--- config.mk ---
export PLATFORM = sky130hd
export DESIGN_NAME = intr_ctrl_flat
export DESIGN_NICKNAME = d
export VERILOG_FILES = /design/src/rtl/intr_pkg.sv /design/src/rtl/intr_ctrl_if.sv /design/src/rtl/intr_prio_enc.sv /design/src/rtl/intr_ctrl.sv /design/src/flat_wrapper.sv
export SDC_FILE = /design/constraint.sdc
export NUM_CORES = 1
export LEC_CHECK = 0
export CAP_MARGIN = 20
export CORE_MARGIN = 5
export CORE_UTILIZATION = 40
export DETAILED_ROUTE_END_ITERATION = 10
export HOLD_SLACK_MARGIN = 0.03
export PLACE_DENSITY = 0.85
export RECOVER_POWER = 100
export SLEW_MARGIN = 15
export SYNTH_ARGS = -nofsm -noshare
export SYNTH_HDL_FRONTEND = slang
export SYNTH_SLANG_ARGS = --single-unit
export TNS_END_PERCENT = 20
--- constraint.sdc ---
create_clock -name clk -period 4.3 [get_ports clk]
set_clock_uncertainty 0.05 [all_clocks]
set_input_delay 0.86 -clock clk [delete_from_list [all_inputs] [get_ports clk]]
set_output_delay 0.86 -clock clk [all_outputs]
set_load 0.05 [all_outputs]
--- src/rtl/intr_pkg.sv ---
// Shared definitions for the interrupt controller:
// register addresses and the trap sequencing states.
package intr_pkg;

    localparam logic [11:0] INTR_ENABLE_ADDR  = 12'h7C0;
    localparam logic [11:0] INTR_PENDING_ADDR = 12'h7C1;
    localparam logic [11:0] INTR_CAUSE_ADDR   = 12'h7C2;

    typedef enum logic [1:0] {
        IDLE    = 2'd0,
        WAIT    = 2'd1,
        TRAP    = 2'd2,
        SERVICE = 2'd3
    } intr_state_t;

endpackage

--- src/rtl/intr_ctrl_if.sv ---
// Core/CSR-side bundle of the interrupt controller:
// trap handshake plus the register access bus.
interface intr_ctrl_if #(
    parameter int CAUSE_W = 3
);

    logic               csr_mie;
    logic               intr_ready;
    logic               mret;
    logic               int_taken;
    logic [CAUSE_W-1:0] cause;
    logic               w_en;
    logic [11:0]        addr;
    logic [31:0]        w_data;
    logic [31:0]        r_data;

    modport master (
        output csr_mie,
        output intr_ready,
        output mret,
        output w_en,
        output addr,
        output w_data,
        input  int_taken,
        input  cause,
        input  r_data
    );

    modport slave (
        input  csr_mie,
        input  intr_ready,
        input  mret,
        input  w_en,
        input  addr,
        input  w_data,
        output int_taken,
        output cause,
        output r_data
    );

endinterface

--- src/rtl/intr_prio_enc.sv ---
// Lowest-index-wins priority encoder: bit 0 has the
// highest priority; valid flags any set request bit.
module intr_prio_enc #(
    parameter int N_SRC   = 8,
    parameter int CAUSE_W = 3
) (
    input  logic [N_SRC-1:0]   req,
    output logic [CAUSE_W-1:0] winner,
    output logic               valid
);

    // Scan downward so the lowest set index is written last.
    always_comb begin
        winner = '0;
        valid  = 1'b0;
        for (int i = N_SRC - 1; i >= 0; i--) begin
            if (req[i]) begin
                winner = CAUSE_W'(i);
                valid  = 1'b1;
            end
        end
    end

endmodule

--- src/rtl/intr_ctrl.sv ---
// Interrupt controller: edge-latched pending bits, enable mask,
// trap-entry sequencing. Optional macro: INTR_CTRL_SYNC_EN.
module intr_ctrl
    import intr_pkg::*;
#(
    parameter int N_SRC   = 8,
    parameter int CAUSE_W = (N_SRC > 1) ? $clog2(N_SRC) : 1
) (
    input  logic             clk,
    input  logic             rst,
    input  logic [N_SRC-1:0] irq_src,
    intr_ctrl_if.slave       bus
);

    logic [N_SRC-1:0]   irq_in;
    logic [N_SRC-1:0]   irq_q;
    logic [N_SRC-1:0]   irq_edge;
    logic [N_SRC-1:0]   pending;
    logic [N_SRC-1:0]   enable;
    logic [N_SRC-1:0]   masked;
    logic [N_SRC-1:0]   w1c;
    logic [N_SRC-1:0]   take_clr;
    logic [CAUSE_W-1:0] winner;
    logic [CAUSE_W-1:0] cause_q;
    logic               win_valid;
    logic               req;
    logic               take;
    logic               unused_wdata;
    intr_state_t        state;
    intr_state_t        state_nxt;

`ifdef INTR_CTRL_SYNC_EN
    logic [N_SRC-1:0] sync_a;
    logic [N_SRC-1:0] sync_b;

    // Two-flop synchronizer for asynchronous request lines.
    always_ff @(posedge clk) begin
        if (rst) begin
            sync_a <= '0;
            sync_b <= '0;
        end else begin
            sync_a <= irq_src;
            sync_b <= sync_a;
        end
    end

    assign irq_in = sync_b;
`else
    assign irq_in = irq_src;
`endif

    assign irq_edge     = irq_in & ~irq_q;
    assign masked       = pending & enable;
    assign req          = win_valid && bus.csr_mie;
    assign unused_wdata = ^bus.w_data;

    intr_prio_enc #(
        .N_SRC   (N_SRC),
        .CAUSE_W (CAUSE_W)
    ) u_prio (
        .req    (masked),
        .winner (winner),
        .valid  (win_valid)
    );

    // Write-1-to-clear mask from the PENDING register.
    always_comb begin
        w1c = '0;
        if (bus.w_en && bus.addr == INTR_PENDING_ADDR) begin
            w1c = bus.w_data[N_SRC-1:0];
        end
    end

    // Pending bit of the source being taken.
    always_comb begin
        take_clr = '0;
        if (take) begin
            take_clr[winner] = 1'b1;
        end
    end

    // Edge history, pending (set wins) and enable mask.
    always_ff @(posedge clk) begin
        if (rst) begin
            irq_q   <= '0;
            pending <= '0;
            enable  <= '0;
        end else begin
            irq_q   <= irq_in;
            pending <= (pending & ~w1c & ~take_clr) | irq_edge;
            if (bus.w_en && bus.addr == INTR_ENABLE_ADDR) begin
                enable <= bus.w_data[N_SRC-1:0];
            end
        end
    end

    // Trap sequencing state register.
    always_ff @(posedge clk) begin
        if (rst) begin
            state <= IDLE;
        end else begin
            state <= state_nxt;
        end
    end

    // Next state; take marks the WAIT->TRAP decision.
    always_comb begin
        state_nxt = state;
        take      = 1'b0;
        unique case (state)
            IDLE: begin
                if (req) begin
                    state_nxt = WAIT;
                end
            end
            WAIT: begin
                if (!req) begin
                    state_nxt = IDLE;
                end else if (bus.intr_ready) begin
                    state_nxt = TRAP;
                    take      = 1'b1;
                end
            end
            TRAP: begin
                state_nxt = SERVICE;
            end
            SERVICE: begin
                if (bus.mret) begin
                    state_nxt = IDLE;
                end
            end
            default: begin
                state_nxt = IDLE;
            end
        endcase
    end

    // Capture the winning source when the trap is committed.
    always_ff @(posedge clk) begin
        if (rst) begin
            cause_q <= '0;
        end else if (take) begin
            cause_q <= winner;
        end
    end

    assign bus.int_taken = (state == TRAP);
    assign bus.cause     = cause_q;

    // Asynchronous register read mux.
    always_comb begin
        bus.r_data = '0;
        case (bus.addr)
            INTR_ENABLE_ADDR:  bus.r_data[N_SRC-1:0] = enable;
            INTR_PENDING_ADDR: bus.r_data[N_SRC-1:0] = pending;
            INTR_CAUSE_ADDR:   bus.r_data[CAUSE_W-1:0] = cause_q;
            default:           bus.r_data = '0;
        endcase
    end

endmodule
--- src/flat_wrapper.sv ---
// flat-port wrapper written by rule: the top's interface ports become plain ports
module intr_ctrl_flat import intr_pkg::*;
#(
    parameter int N_SRC   = 8,
    parameter int CAUSE_W = (N_SRC > 1) ? $clog2(N_SRC) : 1
)
  (clk, rst, irq_src, bus_csr_mie, bus_intr_ready, bus_mret, bus_w_en, bus_addr, bus_w_data, bus_int_taken, bus_cause, bus_r_data);
  intr_ctrl_if #(.CAUSE_W(CAUSE_W)) bus_i ();
  input  logic clk;
  input  logic rst;
  input  logic [N_SRC-1:0] irq_src;
  input wire logic [$bits(bus_i.csr_mie)-1:0] bus_csr_mie;
  input wire logic [$bits(bus_i.intr_ready)-1:0] bus_intr_ready;
  input wire logic [$bits(bus_i.mret)-1:0] bus_mret;
  input wire logic [$bits(bus_i.w_en)-1:0] bus_w_en;
  input wire logic [$bits(bus_i.addr)-1:0] bus_addr;
  input wire logic [$bits(bus_i.w_data)-1:0] bus_w_data;
  output wire logic [$bits(bus_i.int_taken)-1:0] bus_int_taken;
  output wire logic [$bits(bus_i.cause)-1:0] bus_cause;
  output wire logic [$bits(bus_i.r_data)-1:0] bus_r_data;
  assign bus_i.csr_mie = bus_csr_mie;
  assign bus_i.intr_ready = bus_intr_ready;
  assign bus_i.mret = bus_mret;
  assign bus_i.w_en = bus_w_en;
  assign bus_i.addr = bus_addr;
  assign bus_i.w_data = bus_w_data;
  assign bus_int_taken = bus_i.int_taken;
  assign bus_cause = bus_i.cause;
  assign bus_r_data = bus_i.r_data;
  intr_ctrl #(.N_SRC(N_SRC), .CAUSE_W(CAUSE_W)) u_core (.clk(clk), .rst(rst), .irq_src(irq_src), .bus(bus_i));
endmodule
==> out/results.txt <==
Slowest-stage cell, CP = or4b_1
Final nets = 299
Post-route minimum period = 4.004 ns
Worst-path fanout max = 6
Largest net degree at the start of global routing = 24
Starting DRT DRC Count = 43
# IOs = 94
Area of the core = 3943 sq um
Starting Density = 40.50%
Die height = 73.18 microns
Die area = 5355 sq um
Cells after synthesis = 194
Synth top area share = 36.36%
Synth async-reset ratio = 0%
Initial antenna violation count = 0
Largest family of logic cells by synthesized area = simple AND/OR/NAND/NOR gates
Setup TNS = 0 ns
Vias in the first global route = 1301
Mux cell area share after synthesis = 10.03%
Critical path startpoint category = input port
First-pass GRT wire length = 5.595 mm
GPL Wtd Cong = 0.8369
Max Freq = 249.8 MHz
Worst Path Required = 3.39 ns
Pre-Repair DR Iteration Count = 4
Crit path kind = input port to output pin
Maxcap violations = 0
Grt total ovfl = 0
FF+latch count, synth = 29
Slew Viols, Final = 0
Max transition margin = 33.68%
Row count = 23
DRC Markers = 0
Post-CTS setup buffer count = 0
Via count = 1400
Top cells by area, synth = dfxtp_1, buf_4, mux2i_1
Antenna-violating nets left = 0
Clock buffer depth = 2
XOR/XNOR share of the synthesized area = 0%
Wire length per cell = 12.49 microns
Ys flop type = dfxtp_1
Leak Pwr = 0.9451 nW
Simple-Gate Fraction of Synth Area = 27.04%
Crit-path max cell delay = 0.67 ns
Worst VDD drop = 0.2136 mV
N_diodes = 0
Adder-cell share of the synthesized area = 0%
Fin crit share = 93.11%
Worst path cell trace = dlygate4sd3_1, or4_1, or4b_1, nor2_1, buf_12
Share of cells above drive strength 1 = 5.394%
Sink Count = 29
Critical Path AT = 3.09 ns
Total routed wirelength = 3.635 mm
Pwr dens = 290.0 nW/um^2
Worst skew pair latency = 0.28 ns
Final setup fails = 0
Most common cell in the netlist = nand2_1
Hold buffers post-CTS = 0
Fin. Hold Viols = 0
Fin area = 2110 sq um
Dominant cell type by area after synthesis = dfxtp_1
Post-CTS sizing = 0
Post-Syn Area per Cell = 8.230 sq um
Pin slew with the least headroom to its limit = 0.9948 ns
Compound-gate portion of the synthesized area = 12.15%
Class of the worst hold path = register to register
Setup crit end kind = output pin
Filler Cells Inserted = 372
CTS buffer count = 5
Top cells by count, synth = nand2_1, dfxtp_1, buf_4
CTS tree = yes
Die X = 73.18 microns
Status = finished, final reports clean
Total global-route track usage = 13.85%
RSZ-0062 raised after global routing = false
Layout area overhead = 32.13%
Yosys warning count = 0
Port bufs = 45
Total number of H-tree levels = 2
Post-synthesis cell type count = 32
Hpwl dp = 2.787 mm
Vias per Instance = 4.811
Number of flops mapped to enable cells by yosys = 0
Worst-path clk slew = 0.05 ns
Area of placed instances = 2042 sq um
CTS root buffer = clkbuf_8
Sequential element share of the synthesized area = 36.36%
Mapped cell area = 1597 sq um
[flip-flops by register name, indices dropped and copies added, names as in the netlist, named ones only]
register and flops:
u_core.state 1, u_core.pending 8, u_core.enable 8, u_core.bus.cause 3
u_core.irq_q 8
[logic make-up (layout without fill, tap and decap cells)]
group                  after synthesis  count (layout)
multiplexers                        16              16
other                                1              24
AND/OR/NAND/NOR                     88              88
AO/OA/AOI/OAI                       26              26
buffers and inverters               34              58
flip-flops                          29              29
[cell usage in the layout, fill, tap and decap left out, types with 4 or more instances in the layout]
cell type        netlist  routed
clkbuf_1               4       5
mux2i_1               16      16
a21oi_1                9       9
nor2b_1               16      16
conb_1                 1      24
dfxtp_1               29      29
nor2_1                22      22
inv_1                  4       4
clkbuf_8               0       6
a41o_1                 7       7
buf_12                 0       5
a22oi_1                4       4
dlygate4sd3_1          0       6
nand2_1               31      31
clkdlybuf4s50_1        0      31
[power breakdown]
part	leakage, nW	total, W	internal [W]	switching [W]
logic	0.662	0.000105	0.0000396	0.0000655
clock network	0.0443	0.000217	0.000126	0.0000907
registers	0.238	0.000290	0.000280	0.00000919
[critical path, delay by kind of cell]
kind | cells | cell delay [ns]
and+or+nand+nor | 3 | 1.52
buffers and inverters | 2 | 0.70
[per-stage QoR]
stage | hold WS [ns] | total power [W] | instances | worst slack, ns | utilization [%]
final | 0.4139 | 0.0006118 | 291 | 0.2963 | 53.51
after CTS | 0.4178 | 0.0006214 | 291 | 0.4328 | 53.98
after global placement | 0.3912 | 0.0003985 | 284 | 0.4630 | 51.79
after floorplan | 0.3864 | 0.0003789 | 217 | 0.7002 | -
after global routing | 0.4430 | 0.0006405 | 291 | 0.1899 | 53.51
after detailed placement | 0.4050 | 0.0004010 | 284 | 0.4574 | 51.79
[layer usage]
metal	up-vias	share of wire (%)	track usage (%)
li1	712	-	-
met1	615	40	14.96
met2	63	47	23.44
met3	10	11	4.959
met4	0	2.6	7.377
met5	-	0	0
[area by class of cell]
cell class	instances	area (sq um)	area share (%)
Timing Repair Buffer	47	493.0	23.37
Multi-Input combinational cell	154	872.1	41.34
Tap cell	50	62.56	2.966
Sequential cell	29	580.6	27.52
Clock buffer	7	86.33	4.093
Inverter	4	15.01	0.7117
[worst paths after layout]
path	start	end	slack, ns	cells after the start
setup reg to reg	u_core.pending[3]	u_core.pending[6]	2.63	5
hold / removal	u_core.irq_q[2]	u_core.pending[2]	0.41	2
setup / recovery	bus_addr[3]	bus_r_data[3]	0.30	5
hold reg to reg	u_core.irq_q[2]	u_core.pending[2]	0.41	2
Power figures use the tool's default switching activity.
